==> src/rtl/vga_sprite_compositor.sv <==
// vga_sprite_compositor
//   VGA timing generator plus a fixed-priority sprite compositor for the game
//   display path. A free-running h/v raster counter produces sync, blank and
//   pixel coordinates. NUM_SPR fixed-size sprites are overlaid on a background
//   colour, with sprite 0 having the highest priority. A per-frame
//   bounding-box collision mask is also latched.
//
//   Pipeline (each stage advances only on pix_en_i):
//     counters -> stage 0 (coordinates, sprite hits) -> stage 1 (colour, syncs)
//   The texel/background sources answer the stage-0 coordinates one pix_en
//   later, which is exactly when stage 1 consumes them.
//
// Ports
//   clk            system clock
//   rst            asynchronous, active-low reset
//   pix_en_i       pixel-rate enable; all state holds while low
//   spr_x_i        packed sprite left edges, sprite i at [i*XW +: XW]
//   spr_y_i        packed sprite top edges, sprite i at [i*YW +: YW]
//   spr_en_i       per-sprite visible/collidable enable
//   spr_rgb_i      packed sprite texel colours for the previously issued pixel
//   bg_rgb_i       background colour for the previously issued pixel
//   pix_x_o        current active column (0 outside active video)
//   pix_y_o        current active row (0 outside active video)
//   spr_lx_o       packed sprite-local texel columns (X - spr_x)
//   spr_ly_o       packed sprite-local texel rows (Y - spr_y)
//   vga_hs_o       horizontal sync, aligned with vga_rgb_o
//   vga_vs_o       vertical sync, aligned with vga_rgb_o
//   vga_blank_n_o  high during active video, aligned with vga_rgb_o
//   vga_rgb_o      composited pixel colour {R,G,B}
//   frame_start_o  one-pixel pulse when pixel (0,0) is issued
//   frame_done_o   one-pixel pulse on the first pixel after the last active one
//   coll_mask_o    sprites that overlapped another sprite in the last frame

module vga_sprite_compositor #(
    parameter int          NUM_SPR  = 4,
    parameter int          SPR_W    = 20,
    parameter int          SPR_H    = 20,
    parameter int          H_ACT    = 640,
    parameter int          H_FP     = 16,
    parameter int          H_SYNC   = 96,
    parameter int          H_BP     = 48,
    parameter int          V_ACT    = 480,
    parameter int          V_FP     = 10,
    parameter int          V_SYNC   = 2,
    parameter int          V_BP     = 33,
    parameter logic        SYNC_POL = 1'b0,
    parameter int          XW       = 10,
    parameter int          YW       = 9,
    parameter logic [23:0] TRANSP   = 24'hFF00FF
) (
    input  logic                                 clk,
    input  logic                                 rst,
    input  logic                                 pix_en_i,
    input  logic [NUM_SPR*XW-1:0]                spr_x_i,
    input  logic [NUM_SPR*YW-1:0]                spr_y_i,
    input  logic [NUM_SPR-1:0]                   spr_en_i,
    input  logic [NUM_SPR*24-1:0]                spr_rgb_i,
    input  logic [23:0]                          bg_rgb_i,
    output logic [XW-1:0]                        pix_x_o,
    output logic [YW-1:0]                        pix_y_o,
    output logic [NUM_SPR*$clog2(SPR_W)-1:0]     spr_lx_o,
    output logic [NUM_SPR*$clog2(SPR_H)-1:0]     spr_ly_o,
    output logic                                 vga_hs_o,
    output logic                                 vga_vs_o,
    output logic                                 vga_blank_n_o,
    output logic [23:0]                          vga_rgb_o,
    output logic                                 frame_start_o,
    output logic                                 frame_done_o,
    output logic [NUM_SPR-1:0]                   coll_mask_o
);

    localparam int H_TOTAL = H_ACT + H_FP + H_SYNC + H_BP;
    localparam int V_TOTAL = V_ACT + V_FP + V_SYNC + V_BP;
    localparam int HCW     = $clog2(H_TOTAL);
    localparam int VCW     = $clog2(V_TOTAL);
    localparam int LXW     = $clog2(SPR_W);
    localparam int LYW     = $clog2(SPR_H);

    logic [HCW-1:0]         h_q, h_d;
    logic [VCW-1:0]         v_q, v_d;

    logic [31:0]            hc, vc;
    logic [XW-1:0]          hx;
    logic [YW-1:0]          vy;
    logic                   act_c, hsync_c, vsync_c;
    logic [NUM_SPR-1:0]     hit_c;
    logic [NUM_SPR*LXW-1:0] lx_c;
    logic [NUM_SPR*LYW-1:0] ly_c;

    logic [XW-1:0]          pix_x_q;
    logic [YW-1:0]          pix_y_q;
    logic [NUM_SPR*LXW-1:0] lx_q;
    logic [NUM_SPR*LYW-1:0] ly_q;
    logic [NUM_SPR-1:0]     hit_q;
    logic                   act_q, hsync_q, vsync_q;
    logic                   frame_start_q, frame_done_q;

    logic [23:0]            rgb_d, rgb_q;
    logic                   hs_q, vs_q, blank_n_q;
    logic                   multi;
    logic [NUM_SPR-1:0]     acc_d, acc_q, coll_q;

    // Raster counter: h runs across the full line, v steps once per line.
    always_comb begin
        h_d = h_q + HCW'(1);
        v_d = v_q;
        if (h_q == HCW'(H_TOTAL - 1)) begin
            h_d = '0;
            v_d = (v_q == VCW'(V_TOTAL - 1)) ? '0 : v_q + VCW'(1);
        end
    end

    always_ff @(posedge clk or negedge rst) begin
        if (!rst) begin
            h_q <= '0;
            v_q <= '0;
        end else if (pix_en_i) begin
            h_q <= h_d;
            v_q <= v_d;
        end
    end

    // Stage 0 decode. Hits are only possible inside active video, where the
    // counters fit the sprite coordinate width; the right/bottom edge sums
    // carry one extra bit so a sprite near the edge never wraps to column 0.
    always_comb begin
        hc      = 32'(h_q);
        vc      = 32'(v_q);
        hx      = XW'(h_q);
        vy      = YW'(v_q);
        act_c   = (hc < H_ACT) && (vc < V_ACT);
        hsync_c = (hc >= H_ACT + H_FP) && (hc < H_ACT + H_FP + H_SYNC);
        vsync_c = (vc >= V_ACT + V_FP) && (vc < V_ACT + V_FP + V_SYNC);
        hit_c   = '0;
        lx_c    = '0;
        ly_c    = '0;
        for (int i = 0; i < NUM_SPR; i++) begin
            hit_c[i] = spr_en_i[i] && act_c
                && (hx >= spr_x_i[i*XW +: XW])
                && ({1'b0, hx} < ({1'b0, spr_x_i[i*XW +: XW]} + (XW+1)'(SPR_W)))
                && (vy >= spr_y_i[i*YW +: YW])
                && ({1'b0, vy} < ({1'b0, spr_y_i[i*YW +: YW]} + (YW+1)'(SPR_H)));
            lx_c[i*LXW +: LXW] = LXW'(hx - spr_x_i[i*XW +: XW]);
            ly_c[i*LYW +: LYW] = LYW'(vy - spr_y_i[i*YW +: YW]);
        end
    end

    always_ff @(posedge clk or negedge rst) begin
        if (!rst) begin
            pix_x_q       <= '0;
            pix_y_q       <= '0;
            lx_q          <= '0;
            ly_q          <= '0;
            hit_q         <= '0;
            act_q         <= 1'b0;
            hsync_q       <= 1'b0;
            vsync_q       <= 1'b0;
            frame_start_q <= 1'b0;
            frame_done_q  <= 1'b0;
        end else if (pix_en_i) begin
            pix_x_q       <= act_c ? hx : '0;
            pix_y_q       <= act_c ? vy : '0;
            lx_q          <= lx_c;
            ly_q          <= ly_c;
            hit_q         <= hit_c;
            act_q         <= act_c;
            hsync_q       <= hsync_c;
            vsync_q       <= vsync_c;
            frame_start_q <= (hc == 0) && (vc == 0);
            frame_done_q  <= (hc == H_ACT) && (vc == V_ACT - 1);
        end
    end

    // Stage 1 compositing: the loop runs from lowest to highest priority so
    // the last opaque hit written (lowest index) wins. Collision uses the
    // bounding-box hits only; x & (x-1) is non-zero exactly when two or more
    // sprites are hit.
    always_comb begin
        rgb_d = bg_rgb_i;
        for (int i = NUM_SPR - 1; i >= 0; i--) begin
            if (hit_q[i] && (spr_rgb_i[i*24 +: 24] != TRANSP)) begin
                rgb_d = spr_rgb_i[i*24 +: 24];
            end
        end
        if (!act_q) begin
            rgb_d = '0;
        end
        multi = |(hit_q & (hit_q - NUM_SPR'(1)));
        acc_d = acc_q | (multi ? hit_q : '0);
    end

    // The frame_done pixel is outside active video, so its own hits are
    // empty and the accumulator already holds the whole frame's overlaps.
    always_ff @(posedge clk or negedge rst) begin
        if (!rst) begin
            rgb_q     <= '0;
            hs_q      <= ~SYNC_POL;
            vs_q      <= ~SYNC_POL;
            blank_n_q <= 1'b0;
            acc_q     <= '0;
            coll_q    <= '0;
        end else if (pix_en_i) begin
            rgb_q     <= rgb_d;
            hs_q      <= hsync_q ? SYNC_POL : ~SYNC_POL;
            vs_q      <= vsync_q ? SYNC_POL : ~SYNC_POL;
            blank_n_q <= act_q;
            if (frame_done_q) begin
                coll_q <= acc_d;
                acc_q  <= '0;
            end else begin
                acc_q  <= acc_d;
            end
        end
    end

    assign pix_x_o       = pix_x_q;
    assign pix_y_o       = pix_y_q;
    assign spr_lx_o      = lx_q;
    assign spr_ly_o      = ly_q;
    assign frame_start_o = frame_start_q;
    assign frame_done_o  = frame_done_q;
    assign vga_rgb_o     = rgb_q;
    assign vga_hs_o      = hs_q;
    assign vga_vs_o      = vs_q;
    assign vga_blank_n_o = blank_n_q;
    assign coll_mask_o   = coll_q;

endmodule

==> config.mk <==
export PLATFORM = sky130hd
export DESIGN_NAME = vga_sprite_compositor
export DESIGN_NICKNAME = d
export VERILOG_FILES = /design/src/rtl/vga_sprite_compositor.sv
export SDC_FILE = /design/constraint.sdc
export NUM_CORES = 1
export LEC_CHECK = 0
export BUFFER_PORTS_ARGS = -buffer_cell sky130_fd_sc_hd__buf_4
export CORE_MARGIN = 4
export CORE_UTILIZATION = 45
export CTS_BUF_LIST = sky130_fd_sc_hd__clkbuf_8
export DETAILED_ROUTE_END_ITERATION = 7
export PLACE_DENSITY = 0.7
export SYNTH_ARGS = -nofsm -noshare
export SYNTH_HDL_FRONTEND = slang
export SYNTH_SLANG_ARGS = --single-unit
==> constraint.sdc <==
create_clock -name clk -period 6.6 [get_ports clk]
set_clock_uncertainty 0.15 [all_clocks]
set_input_delay 0.66 -clock clk [delete_from_list [all_inputs] [get_ports clk]]
set_output_delay 0.66 -clock clk [all_outputs]
set_load 0.1 [all_outputs]
== Word level (Yosys, flattened, before mapping) ==
Cells that the tools add are included.

* Register bits after elaboration: 123
* Input port bits: 203
* Logic and storage cells: 116

* Add/sub/neg operators: 19
* Order comparisons: 22
* Eq/ne operators: 8
* Mux-type cells: 13
* Bitwise operators: 2
* Reductions and logical operators: 34

{| class="wikitable"
|+ Operators by type and width
! kind !! count
|-
| 2-to-1 mux 24 bit || 5
|-
| != test 24 bit, second input constant || 4
|-
| logical NOT 32 bit || 2
|-
| adder 10 x 5 -> 11 bit, second input constant || 4
|-
| < comparator 10 x 11 -> 1 bit || 4
|-
| adder 9 x 5 -> 10 bit, second input constant || 4
|-
| greater-or-equal comparator 10 bit || 4
|-
| < comparator 9 x 10 -> 1 bit || 4
|-
| subtractor 5 bit || 8
|-
| greater-or-equal comparator 9 bit || 4
|-
| == test 10 bit, second input constant || 3
|-
| 2-to-1 mux 10 bit || 3
|-
| logical AND 1 bit || 29
|-
| adder 10 x 1 -> 10 bit, second input constant || 2
|-
| < comparator 10 bit, second input constant || 2
|-
| < comparator 10 x 9 -> 1 bit, second input constant || 2
|-
| == test 10 x 9 -> 1 bit, second input constant || 1
|-
| greater-or-equal comparator 10 bit, second input constant || 1
|-
| greater-or-equal comparator 10 x 9 -> 1 bit, second input constant || 1
|-
| 2-to-1 mux 9 bit || 1
|-
| 2-to-1 mux 4 bit || 2
|-
| bitwise AND 4 bit || 1
|-
| bitwise OR 4 bit || 1
|-
| AND reduction 2 bit || 2
|-
| other kinds (3) || 4
|}

== Logic depth before layout (Yosys ltp) ==
Gate-level depths: netlist of run 1.

* Depth after elaboration: 7
* Depth in mapped cells: 11

== Least setup slack after synthesis of run 1 ==
OpenSTA, ideal clock, no wires.

* Kind: input-to-reg
* Start point: in spr_rgb_i[84]
* End point: reg rgb_q[16] (netlist: vga_rgb_o[16])
* Library setup time: 0.127 ns
* Arrival time: 2.784 ns
* Setup slack: 3.539 ns
* Cell stages on the path: 7
* Cell sequence: or4_1 or4_4 o31ai_4 buf_8 mux2i_1 a311oi_1 a221o_2

* Longest elaborated chain between the ends: 7

{| class="wikitable"
|+ RTL lines
! what !! line !! source
|-
| start, declared || 57 || <nowiki>input logic [NUM_SPR*24-1:0] spr_rgb_i,</nowiki>
|-
| != test 24 bit || 181 || <nowiki>if (hit_q[i] && (spr_rgb_i[i*24 +: 24] != TRANSP)) begin</nowiki>
|-
| logical AND 1 bit || 181 ||
|-
| 2-to-1 mux 24 bit (4 in a row) || 181 ||
|-
| 2-to-1 mux 24 bit || 185 || <nowiki>if (!act_q) begin</nowiki>
|-
| end signal, assigned || 203 || <nowiki>rgb_q <= rgb_d;</nowiki>
|-
| end, declared || 98 || <nowiki>logic [23:0] rgb_d, rgb_q;</nowiki>
|}

No other way between the ends.
A chain may end at the register's enable or synchronous reset.

== Worst setup path after layout of run 1 ==
* Start point: in spr_rgb_i[84]
* End point: reg rgb_q[0] (netlist: vga_rgb_o[0])

Same word-level chain as after synthesis.

==> run metrics, run 1 <==
count of different cell masters after synthesis=76; I/O pin count=between 200 and 300; total clock sinks=123; share of the clock period used by the worst path after layout=50.56%; Mapped Area=about 11,000 µm²; crit path launch type=input port; clock latency on the worst-skew pair=about 430 ps; GR Overflow Total=0; synthesis-to-finish area growth=27.55%; Final Slew Violations=0; final critical delay including setup and external delays=roughly 3300 ps; buffer count from post-CTS setup fixing=0; CP Capture Type=flop; worst path setup slack after routing=~3300 ps; Max-cap violations=0; number of standard cells in the layout, taps in and fillers out=1,742; DR DRC count=0; Buffers on Ports=294; WL per Instance=20.29 µm; end point of the critical path=vga_rgb_o[0]; Detailed Route Iter0 Violations=~740; total number of placement rows=between 50 and 60; end of the worst register-to-register path=v_q[5]; post-CTS clock slew at the launch and capture registers of the worst setup and hold paths=around 90 ps; hold crit path type=in2async; Std-Cell Core Area=between 20,000 and 25,000 µm²; storage element area=3080 µm²; pin slew with the least headroom to its limit=~1100 ps; most frequently used flop master after synthesis=sky130_fd_sc_hd__dfrtp_1; portion of synthesized cell area occupied by the leading cell type=between 20% and 30%; number of search-and-repair iterations in the first detailed-routing pass=5; worst setup path start=spr_rgb_i[84]; met3 Use GR=under 10%; routing layer with the top usage in global route=met2; overall die height=roughly 160 µm; antenna violations before repair=2; Synth area leader=sky130_fd_sc_hd__dfrtp_1; first-pass GRT wire length=approximately 55,000 µm; Max IR drop VDD=0.2344 mV; per-instance average area after synthesis=9.283 µm²; area of the multi-input gates=around 6900 µm²; register bit count reported by yosys=around 120; syn_nets=~1,500; Place WS=approximately 2800 ps; number of global-route vias before repair=just over 10,000; placer's final routability congestion estimate=about 1; RSZ-0062 raised after global routing=no; Die Footprint=about 26,000 µm²; number of cells on the worst reg-to-reg path=6; largest cells by area after synthesis=sky130_fd_sc_hd__dfrtp_1 29%, sky130_fd_sc_hd__ha_1 18%, sky130_fd_sc_hd__xnor2_1 4.9%; cell count after synthesis=1,135; detailed-placement wirelength estimate=~27,000 µm; Static Leak=6.755 nW; detailed-route vias per instance=roughly 5.8; Yosys warning total=0; CTS-repair resized insts=0; initial core utilization=46.12%; Max Clock Freq=between 200 and 300 MHz; number of enable flip-flop cells after synthesis=0; headroom to the max-slew limit=between 20 and 30%; CTS Buffer Depth=2; Crit Path Max Fanout=13; Detail Route Antenna Nets=0; share of cells above drive strength 1=between 20% and 30%; CTS tree=yes; total routed wirelength=~35,000 µm; type of the setup path with the least slack=in2reg; CTS Buf Count=17; Setup-failing EPs final=0; result of the run=complete, no violations; overall global routing resource usage=between 20% and 30%; TNS Setup=0 ps; met1 usage=33.35%; flop2flop setup slack=roughly 3600 ps; share of synthesized registers carrying an async set or reset=100.0%; CTS HTree Levels=4; CTS Root Cell=sky130_fd_sc_hd__clkbuf_8; CTS hold repair buffers=0; final-stage net count=about 1,800; Fillers=approximately 2,100; power density of the placed cells=between 200 and 300 nW/µm²; Via Count=roughly 10,000; required time of the critical path=just under 7000 ps; launching point of the worst reg2reg path=h_q[1]; pin count of the biggest net entering global routing=76; final hold slack=between 40 and 50 ps; sequential-to-total area share from yosys stat=29.24%; final number of hold-violating endpoints=0; Horiz. Die Dim=161.0 µm; number of instances in the placed design=between 1,500 and 2,000; arrival time at the worst endpoint=3500 ps; M2 GR Usage=around 45%
[flip-flops by register name, summed over array words and instances (netlist names), 4 cells and up]
| name | count |
|---|---|
| acc_q | 4 |
| coll_mask_o | 4 |
| h_q | 10 |
| spr_lx_o | 20 |
| pix_y_o | 9 |
| spr_ly_o | 20 |
| pix_x_o | 10 |
| vga_rgb_o | 24 |
| v_q | 10 |
| hit_q | 4 |
[placed cells by master, fill, tap and decap left out, types with 8 or more instances in the layout]
| cell type | n |
|---|---|
| sky130_fd_sc_hd__or4_1 | 12 |
| sky130_fd_sc_hd__mux2i_1 | 27 |
| sky130_fd_sc_hd__dfrtp_1 | 121 |
| sky130_fd_sc_hd__o21ai_0 | 84 |
| sky130_fd_sc_hd__nand4_1 | 21 |
| sky130_fd_sc_hd__mux2_2 | 24 |
| sky130_fd_sc_hd__xnor2_1 | 59 |
| sky130_fd_sc_hd__nand3_1 | 20 |
| sky130_fd_sc_hd__a21oi_1 | 50 |
| sky130_fd_sc_hd__clkbuf_8 | 21 |
| sky130_fd_sc_hd__a211oi_1 | 13 |
| sky130_fd_sc_hd__o2111ai_1 | 10 |
| sky130_fd_sc_hd__nor2_1 | 43 |
| sky130_fd_sc_hd__a311oi_1 | 11 |
| sky130_fd_sc_hd__a22o_1 | 20 |
| sky130_fd_sc_hd__nand2_1 | 80 |
| sky130_fd_sc_hd__inv_1 | 94 |
| sky130_fd_sc_hd__nor3_1 | 15 |
| sky130_fd_sc_hd__nand2b_1 | 20 |
| sky130_fd_sc_hd__nor2b_1 | 15 |
| sky130_fd_sc_hd__and3_1 | 9 |
| sky130_fd_sc_hd__ha_1 | 148 |
| sky130_fd_sc_hd__buf_4 | 299 |
| sky130_fd_sc_hd__xor2_1 | 15 |
| sky130_fd_sc_hd__a31oi_1 | 9 |
| sky130_fd_sc_hd__a221o_2 | 9 |
| sky130_fd_sc_hd__fa_1 | 8 |
| sky130_fd_sc_hd__o21a_1 | 16 |
| sky130_fd_sc_hd__a21o_1 | 18 |
[final cells by class]
type	count	share of cell area [%]
diodes	2	0.03724
flip-flops and latches	123	22.92
multi-input cells	881	51.33
clock inverters	10	1.294
inverters	92	2.570
clock buffers	21	2.151
well taps	313	2.914
repair buffers	300	16.79
[per-stage QoR]
stage	instance area, µm²	utilization (%)	power, mW
6_report	13440	58.82	3.588
5_1_grt	13440	58.82	3.784
4_1_cts	13430	58.80	3.614
3_5_place_dp	12970	56.77	2.797
3_3_place_gp	12970	56.77	2.775
2_1_floorplan	10540	-	2.289
[cells in the mapped netlist (12+ instances only)]
cell type and instances:
sky130_fd_sc_hd__or4_1 12, sky130_fd_sc_hd__nor2b_1 15, sky130_fd_sc_hd__o21a_1 16, sky130_fd_sc_hd__ha_1 148, sky130_fd_sc_hd__clkbuf_1 26, sky130_fd_sc_hd__a22o_1 20, sky130_fd_sc_hd__nand2b_1 20, sky130_fd_sc_hd__nand4_1 21
sky130_fd_sc_hd__o21ai_0 84, sky130_fd_sc_hd__nor2_1 43, sky130_fd_sc_hd__nand2_1 80, sky130_fd_sc_hd__xor2_1 15, sky130_fd_sc_hd__dfrtp_1 121, sky130_fd_sc_hd__inv_1 92, sky130_fd_sc_hd__xnor2_1 59, sky130_fd_sc_hd__mux2i_1 27
sky130_fd_sc_hd__a21o_1 18, sky130_fd_sc_hd__nand3_1 20, sky130_fd_sc_hd__mux2_2 24, sky130_fd_sc_hd__a211oi_1 13, sky130_fd_sc_hd__a21oi_1 50, sky130_fd_sc_hd__nor3_1 15
[critical path, cell delays in order]
cell and delay (ps):
sky130_fd_sc_hd__buf_4 110, sky130_fd_sc_hd__or4_1 560, sky130_fd_sc_hd__or4_4 550, sky130_fd_sc_hd__o31ai_4 540, sky130_fd_sc_hd__buf_4 360, sky130_fd_sc_hd__mux2i_1 240
sky130_fd_sc_hd__a311oi_1 120, sky130_fd_sc_hd__a221o_2 360
[per-layer routing]
layer	vias to the layer above	wire length (µm)	part of all wire [%]
li1	4771	-	-
met1	4785	14560	41
met2	416	16960	48
met3	52	2744	7.8
met4	0	1082	3.1
met5	-	0	0
[how the worst min path moves through the flow]
| stage | endpoint | cells past startpoint |
|---|---|---|
| 2_1_floorplan | acc_q[0] | 0 |
| 3_3_place_gp | frame_start_o | 1 |
| 3_5_place_dp | spr_lx_o[15] | 2 |
| 4_1_cts | spr_lx_o[16] | 1 |
| 5_1_grt | vga_rgb_o[20] | 1 |
| 6_report | vga_rgb_o[20] | 1 |
[report_power, final]
| part | switching, mW | internal (mW) |
|---|---|---|
| Clock | 0.321 | 0.485 |
| Combinational | 1.21 | 0.555 |
| Sequential | 0.151 | 0.870 |
| Total | 1.68 | 1.91 |
[kinds of logic after synthesis]
kind of cell | after synthesis | synth area share (%)
XOR/XNOR | 74 | 6.151
adder cells (fa/ha/maj) | 157 | 19.19
buffers and inverters | 131 | 5.296
multiplexers | 51 | 5.130
AND/OR/NAND/NOR | 278 | 13.81
flip-flops | 123 | 29.24
AO/OA/AOI/OAI | 321 | 21.19
(Power assumes the default switching activity.)
==> run 2: changes to the inputs <==
Settings changed: PLACE_DENSITY 0.7 to 0.73.
Clock period 6.6 ns to 3 ns, I/O delays scaled along.
==> run 2 against run 1 <==
Against the previous run:
- worst setup slack got worse by 3100 ps
- combinational power is 130% higher
- first-iteration DRC count is 6.0% higher
- sequential power increased by 110%
- sequential share of layout area down 0.94 points
==> run metrics, run 2 (synthesis results as in run 1) <==
result of the run=complete, no violations (unchanged); list of cells traversed by the critical path=dlygate4sd3_1 > buf_4 > nand2_1 > or4_1 > o41ai_2 > nand2_1 > a311oi_1 > a221o_2 (was buf_4 > or4_1 > or4_4 > o31ai_4 > buf_4 > mux2i_1 > a311oi_1 > a221o_2); Internal Power=4.188 mW (was 1.910 mW); GR Overflow Total=0 (unchanged); Die Footprint=25,930 µm² (unchanged); switching power=3.775 mW (was 1.678 mW); CTS Root Cell=sky130_fd_sc_hd__clkbuf_8 (unchanged); most frequent CP cell=sky130_fd_sc_hd__nand2_1 (was sky130_fd_sc_hd__buf_4); Max Clock Freq=353.0 MHz; total number of placement rows=55 (unchanged); CTS-repair resized insts=0 (unchanged); post-layout util=61.35% (was 58.82%); logic depth of the worst setup path including buffers=8 (unchanged); arrival time at the worst endpoint=3080 ps (was 3500 ps); post-CTS clock slew at the launch and capture registers of the worst setup and hold paths=90 ps (about the same); max FFs per register=24 (unchanged); total clock sinks=123 (unchanged); CTS tree=yes (unchanged); hold endpoint=spr_ly_o[5]; DR DRC count=0 (unchanged); headroom to the max-slew limit=32.95% (was 25.41%); pin count of the biggest net entering global routing=50 (was 76); Via Count=10,328 (was 10,024); WL per Instance=20.34 µm (was 20.29 µm); overall global routing resource usage=27.77% (was 26.70%); pin slew with the least headroom to its limit=1002 ps (was 1119 ps); Crit Path Max Fanout=16 (was 13); I/O pin count=295 (unchanged); CTS Buffer Depth=2 (unchanged); highest cell delay on the worst timing path=570 ps (was 560 ps); Max-cap violations=0 (unchanged); share of cells above drive strength 1=27.50% (was 26.21%); placer's final routability congestion estimate=0.9636 (was 0.9727); sequential group share of total power=26.7% (was 28.5%); commonest non-fill, non-tap cell in the layout=sky130_fd_sc_hd__buf_4 (unchanged); Buffers on Ports=294 (unchanged); type of the setup path with the least slack=in2reg (unchanged); end of the worst register-to-register path=hit_q[0] (was v_q[5]); antenna violations before repair=1 (was 2); RSZ-0062 raised after global routing=no (unchanged); worst hold path cell count=3; Critical Path Slowest Stage Cell=sky130_fd_sc_hd__dlygate4sd3_1 (was sky130_fd_sc_hd__or4_1); buffer count from post-CTS setup fixing=0 (unchanged); final number of hold-violating endpoints=0 (unchanged); number of global-route vias before repair=10,655 (was 10,075); share of total power consumed by net switching=47.40% (was 46.78%); number of search-and-repair iterations in the first detailed-routing pass=5 (unchanged); required time of the critical path=3250 ps (was 6760 ps); number of cells on the worst reg-to-reg path=9 (was 6); CTS Buf Count=17 (unchanged); initial core utilization=46.12% (unchanged); most used cells in the layout excluding fill and tap cells=329 x sky130_fd_sc_hd__buf_4, 148 x sky130_fd_sc_hd__ha_1, 121 x sky130_fd_sc_hd__dfrtp_1 (was 299 x sky130_fd_sc_hd__buf_4, 148 x sky130_fd_sc_hd__ha_1, 121 x sky130_fd_sc_hd__dfrtp_1); final critical delay including setup and external delays=2833 ps; TNS Setup=0 ps (unchanged); worst hold path startpoint=spr_y_i[9]; crit path launch type=input port (unchanged); total routed wirelength=36,710 µm (was 35,350 µm); detailed-route vias per instance=5.722 (was 5.754); overall die height=161.0 µm (unchanged); first-pass GRT wire length=57,390 µm (was 55,370 µm); Detail Route Antenna Nets=0 (unchanged); clock share of power=21.4% (was 22.5%); CP Capture Type=flop (unchanged); Max IR drop VDD=0.6467 mV (was 0.2344 mV); family with the most delay on the worst path=simple AND/OR/NAND/NOR gates (unchanged); clock latency on the worst-skew pair=450 ps (was 430 ps); Fillers=2,002 (was 2,082); Std-Cell Core Area=22,850 µm² (unchanged); flop2flop setup slack=270 ps (was 3560 ps); Setup-failing EPs final=0 (unchanged); CTS hold repair buffers=29 (was 0); detailed-placement wirelength estimate=29,040 µm (was 27,210 µm); share of the clock period used by the worst path after layout=~94%; Static Leak=7.045 nW (was 6.755 nW); synthesis-to-finish area growth=33.02% (was 27.55%); final-stage net count=1,837 (was 1,774); logic gate share of total power=51.8% (was 49.1%); hold crit path type=in2reg (was in2async); Final Slew Violations=0 (unchanged); number of buffers and inverters on the critical path=2 (unchanged); Horiz. Die Dim=161.0 µm (unchanged); Detailed Route Iter0 Violations=780 (was 736); power density of the placed cells=568.1 nW/µm² (was 267.0 nW/µm²); CTS HTree Levels=4 (unchanged); launching point of the worst reg2reg path=h_q[0] (was h_q[1]); Design Power=7.963 mW (was 3.588 mW)
-- run 2: cell count changes in the layout (fill, tap and decap cells not counted), sizes merged --
cell,previous run,this run
buf,300,334
bufinv,5,4
clkbuf,21,20
clkinv,1,2
clkinvlp,1,4
diode,2,1
dlygate4sd3,0,29
inv,95,94
-- run 2: area by class of cell --
type                       instances  area, µm²  area share (%)
sequential                       123       3080           21.98
clock inverter                    12      171.4           1.223
tap                              313      391.6           2.794
multi-input combinational        881       6898           49.21
inverter                          92      345.3           2.464
clock buffer                      20      275.3           1.964
antenna                            1      2.502         0.01785
timing repair buffer             363       2851           20.34
-- run 2: tightest hold or removal path, stage by stage --
cell	delay, ps
sky130_fd_sc_hd__buf_4	80
sky130_fd_sc_hd__ha_1	130
sky130_fd_sc_hd__o21ai_0	80
-- run 2: routing by layer --
metal	vias to the layer above	routed length (µm)	track usage (%)
met1	4903	15190	34.60
li1	4894	-	-
met4	0	1438	11.09
met5	-	0	0
met3	77	2769	6.098
met2	454	17300	47.01
-- run 2: stage by stage --
step / worst slack, ps / instances / cell area, µm² / hold slack [ps]
2_1_floorplan: 298.9 / 1135 / 10540 / -145.6
3_3_place_gp: 157.7 / 1743 / 13280 / 139.6
3_5_place_dp: 121.5 / 1743 / 13280 / 137.5
4_1_cts: 264.2 / 1804 / 14010 / 2.012
5_1_grt: 48.07 / 1805 / 14020 / 20.96
6_report: 167.3 / 1805 / 14020 / 29.11
-- run 2: power by group through the flow --
stage | sequential, mW | combinational, mW | clock (mW)
after floorplan | 3.76 | 1.27 | 0
after global placement | 2.15 | 4.02 | 0
after detailed placement | 2.15 | 4.09 | 0
after CTS | 2.13 | 4.13 | 1.74
after global routing | 2.15 | 4.40 | 1.81
final | 2.13 | 4.13 | 1.71
-- run 2: worst max path at each step --
stage                                to  slack, ps          start
after floorplan           vga_rgb_o[16]        300  spr_rgb_i[84]
after global routing      vga_rgb_o[12]         50  spr_rgb_i[13]
after CTS                 vga_rgb_o[18]        260   spr_rgb_i[7]
final                      vga_rgb_o[1]        170   spr_rgb_i[7]
after global placement         hit_q[3]        160    spr_y_i[30]
after detailed placement   vga_rgb_o[0]        120  spr_rgb_i[36]
==> run 3: changes to the inputs <==
Settings changed: ABC_AREA set to 1, PLACE_DENSITY 0.73 to 0.72.
==> run 3 against run 2 <==
Against the previous run:
- final area rose by 4.2%
- critical path type is now reg2reg
- hold slack got worse by 8.9 ps
- flip-flop and latch count did not move
- largest power group unchanged
- largest cell class unchanged
==> run metrics, run 3 <==
number of enable flip-flop cells after synthesis=0 (unchanged); most frequent CP cell=sky130_fd_sc_hd__nand2_1 (unchanged); total routed wirelength=38,740 µm (was 36,710 µm); pin slew with the least headroom to its limit=787.6 ps (was 1002 ps); Final Slew Violations=0 (unchanged); Setup-failing EPs final=0 (unchanged); syn_nets=2,048 (was 1,494); max FFs per register=24 (unchanged); Crit Path Max Fanout=11 (was 16); type of the setup path with the least slack=reg2reg (was in2reg); CTS Root Cell=sky130_fd_sc_hd__clkbuf_8 (unchanged); area of the multi-input gates=7370 µm² (was 6898 µm²); instance area after placement=14,170 µm² (was 13,280 µm²); headroom to the max-slew limit=47.36% (was 32.95%); first-pass GRT wire length=60,800 µm (was 57,390 µm); TNS Setup=0 ps (unchanged); final critical delay including setup and external delays=2537 ps (was 2833 ps); family with the most delay on the worst path=simple AND/OR/NAND/NOR gates (unchanged); Die Footprint=28,480 µm² (was 25,930 µm²); Via Count=12,225 (was 10,328); buffer count from post-CTS setup fixing=0 (unchanged); CP Capture Type=flop (unchanged); Max IR drop VDD=0.7507 mV (was 0.6467 mV); total number of placement rows=58 (was 55); arrival time at the worst endpoint=2770 ps (was 3080 ps); required time of the critical path=3230 ps (was 3250 ps); number of global-route vias before repair=11,897 (was 10,655); Detailed Route Iter0 Violations=727 (was 780); Max-cap violations=0 (unchanged); most used cells in the layout excluding fill and tap cells=447 x sky130_fd_sc_hd__nand2_1, 309 x sky130_fd_sc_hd__buf_4, 245 x sky130_fd_sc_hd__inv_1 (was 329 x sky130_fd_sc_hd__buf_4, 148 x sky130_fd_sc_hd__ha_1, 121 x sky130_fd_sc_hd__dfrtp_1); I/O pin count=295 (unchanged); CTS Buf Count=17 (unchanged); Synth area leader=sky130_fd_sc_hd__dfrtp_1 (unchanged); number of buffers and inverters on the critical path=1 (was 2); clock latency on the worst-skew pair=460 ps (was 450 ps); cell area after layout=14,610 µm² (was 14,020 µm²); power density of the placed cells=537.6 nW/µm² (was 568.1 nW/µm²); DR DRC count=0 (unchanged); count of different cell masters after synthesis=43 (was 76); synthesis-to-finish area growth=25.64% (was 33.02%); overall die height=168.8 µm (was 161.0 µm); most frequent cell after synthesis=sky130_fd_sc_hd__nand2_1 (was sky130_fd_sc_hd__ha_1); number of standard cells in the layout, taps in and fillers out=2,315 (was 1,805); share of the clock period used by the worst path after layout=84.56% (was 94.43%); storage element area=3080 µm² (unchanged); per-instance average area after synthesis=6.886 µm² (was 9.283 µm²); Max Clock Freq=394.2 MHz (was 353.0 MHz); placer's final routability congestion estimate=0.9108 (was 0.9636); overall global routing resource usage=26.50% (was 27.77%); number of inserted diodes=0 (was 1); share of synthesized registers carrying an async set or reset=100.0% (unchanged); Critical Path Slowest Stage Cell=sky130_fd_sc_hd__dfrtp_1 (was sky130_fd_sc_hd__dlygate4sd3_1); most frequently used flop master after synthesis=sky130_fd_sc_hd__dfrtp_1 (unchanged); top cell types by occurrence after synthesis=447 x sky130_fd_sc_hd__nand2_1, 245 x sky130_fd_sc_hd__inv_1, 148 x sky130_fd_sc_hd__ha_1 (was 148 x sky130_fd_sc_hd__ha_1, 121 x sky130_fd_sc_hd__dfrtp_1, 92 x sky130_fd_sc_hd__inv_1); hold crit path type=in2reg (unchanged); share of cells above drive strength 1=18.19% (was 27.50%); largest cells by area after synthesis=sky130_fd_sc_hd__dfrtp_1 26%, sky130_fd_sc_hd__ha_1 16%, sky130_fd_sc_hd__nand2_1 14% (was sky130_fd_sc_hd__dfrtp_1 29%, sky130_fd_sc_hd__ha_1 18%, sky130_fd_sc_hd__xnor2_1 4.9%); Detail Route Antenna Nets=0 (unchanged); crit path launch type=flop (was input port); detailed-placement wirelength estimate=30,770 µm (was 29,040 µm); list of cells traversed by the critical path=inv_1 > nand3_1 > nand2_1 > nor4_1 > nand2_1 > nor2_1 > nand4_1 > nand2_1 (was dlygate4sd3_1 > buf_4 > nand2_1 > or4_1 > o41ai_2 > nand2_1 > a311oi_1 > a221o_2); WL per Instance=16.73 µm (was 20.34 µm); initial core utilization=45.92% (was 46.12%); number of search-and-repair iterations in the first detailed-routing pass=5 (unchanged); register bit count reported by yosys=123 (unchanged); Fillers=2,420 (was 2,002); pin count of the biggest net entering global routing=85 (was 50); detailed-route vias per instance=5.281 (was 5.722); RSZ-0062 raised after global routing=no (unchanged); Mapped Area=11,630 µm² (was 10,540 µm²); result of the run=complete, no violations (unchanged); Yosys warning total=0 (unchanged); CTS Buffer Depth=2 (unchanged); total clock sinks=123 (unchanged); highest cell delay on the worst timing path=760 ps (was 570 ps); final number of hold-violating endpoints=0 (unchanged); commonest non-fill, non-tap cell in the layout=sky130_fd_sc_hd__nand2_1 (was sky130_fd_sc_hd__buf_4); Static Leak=8.251 nW (was 7.045 nW); Buffers on Ports=294 (unchanged); CTS tree=yes (unchanged); cell count after synthesis=1,689 (was 1,135); CTS HTree Levels=4 (unchanged); antenna violations before repair=0 (was 1); post-CTS clock slew at the launch and capture registers of the worst setup and hold paths=80 ps (was 90 ps); Horiz. Die Dim=168.8 µm (was 161.0 µm); number of instances in the placed design=2,282 (was 1,743); final-stage net count=2,331 (was 1,837); GR Overflow Total=0 (unchanged); sequential-to-total area share from yosys stat=26.49% (was 29.24%); Std-Cell Core Area=25,330 µm² (was 22,850 µm²); portion of synthesized cell area occupied by the leading cell type=26.04% (was 28.74%)
## run 3: cell types whose count changed after synthesis, sizes merged, moves of 47 or more
cell and change:
xor2 +47, inv +157, nor2 +69, o21ai +47, xnor2 -50, nand3 +125, nand2 +369
## run 3: metal layers
| layer | GRT usage, % | wire length [µm] |
|---|---|---|
| met1 | 34.01 | 16360 |
| met5 | 0 | 0 |
| met4 | 9.739 | 1349 |
| met3 | 4.554 | 2929 |
| met2 | 44.89 | 18100 |
## run 3: stage by stage
stage	hold slack, ps	setup slack [ps]	utilization (%)	power (mW)
2_1_floorplan	-145.6	982.1	-	5.024
3_5_place_dp	237.5	456.1	55.95	6.222
3_3_place_gp	225.7	543.3	55.95	6.172
4_1_cts	10.37	488.7	57.69	7.889
5_1_grt	38.67	339.8	57.69	8.306
6_report	20.19	463.3	57.69	7.855
## run 3: layout make-up
type | count | share of cell area (%)
inverter | 254 | 6.542
tap | 330 | 2.826
multi-input combinational | 1264 | 50.44
clock inverter | 14 | 1.259
timing repair buffer | 312 | 16.16
clock buffer | 18 | 1.696
sequential | 123 | 21.08
## run 3: path summary, 6_finish.rpt
path	cells past startpoint	slack [ps]	end	startpoint
hold / removal	5	20	vga_rgb_o[6]	spr_rgb_i[6]
min in group asynchronous	2	280	vga_rgb_o[6]	rst
setup / recovery	8	460	hit_q[1]	h_q[8]
max in group asynchronous	3	1670	acc_q[1]	rst
setup reg to reg	8	460	hit_q[1]	h_q[8]
hold reg to reg	1	290	vga_hs_o	hsync_q
## run 3: where the power goes
| group | internal [mW] | switching [mW] |
|---|---|---|
| Clock | 0.863 | 0.782 |
| Sequential | 1.91 | 0.296 |
| Combinational | 1.14 | 2.87 |
| Total | 3.91 | 3.95 |
## run 3: timing repair
action / CTS / global route
hold buffers: 1 / 0
hold endpoints to repair: 68 / 0
resized for setup: 0 / 0
## run 3: kinds of logic after synthesis
group	share of synthesized area, %
buf+inv	10.15
simple gates	29.75
xor+xnor	5.347
fa+ha+maj	17.30
compound gates	10.97
flops	26.49
## run 3: worst register-to-register path, stage by stage (launching register included)
cell and delay (ps):
sky130_fd_sc_hd__dfrtp_1 760, sky130_fd_sc_hd__inv_1 180, sky130_fd_sc_hd__nand3_1 220, sky130_fd_sc_hd__nand2_1 90
sky130_fd_sc_hd__nor4_1 440, sky130_fd_sc_hd__nand2_1 110, sky130_fd_sc_hd__nor2_1 250, sky130_fd_sc_hd__nand4_1 170
sky130_fd_sc_hd__nand2_1 90
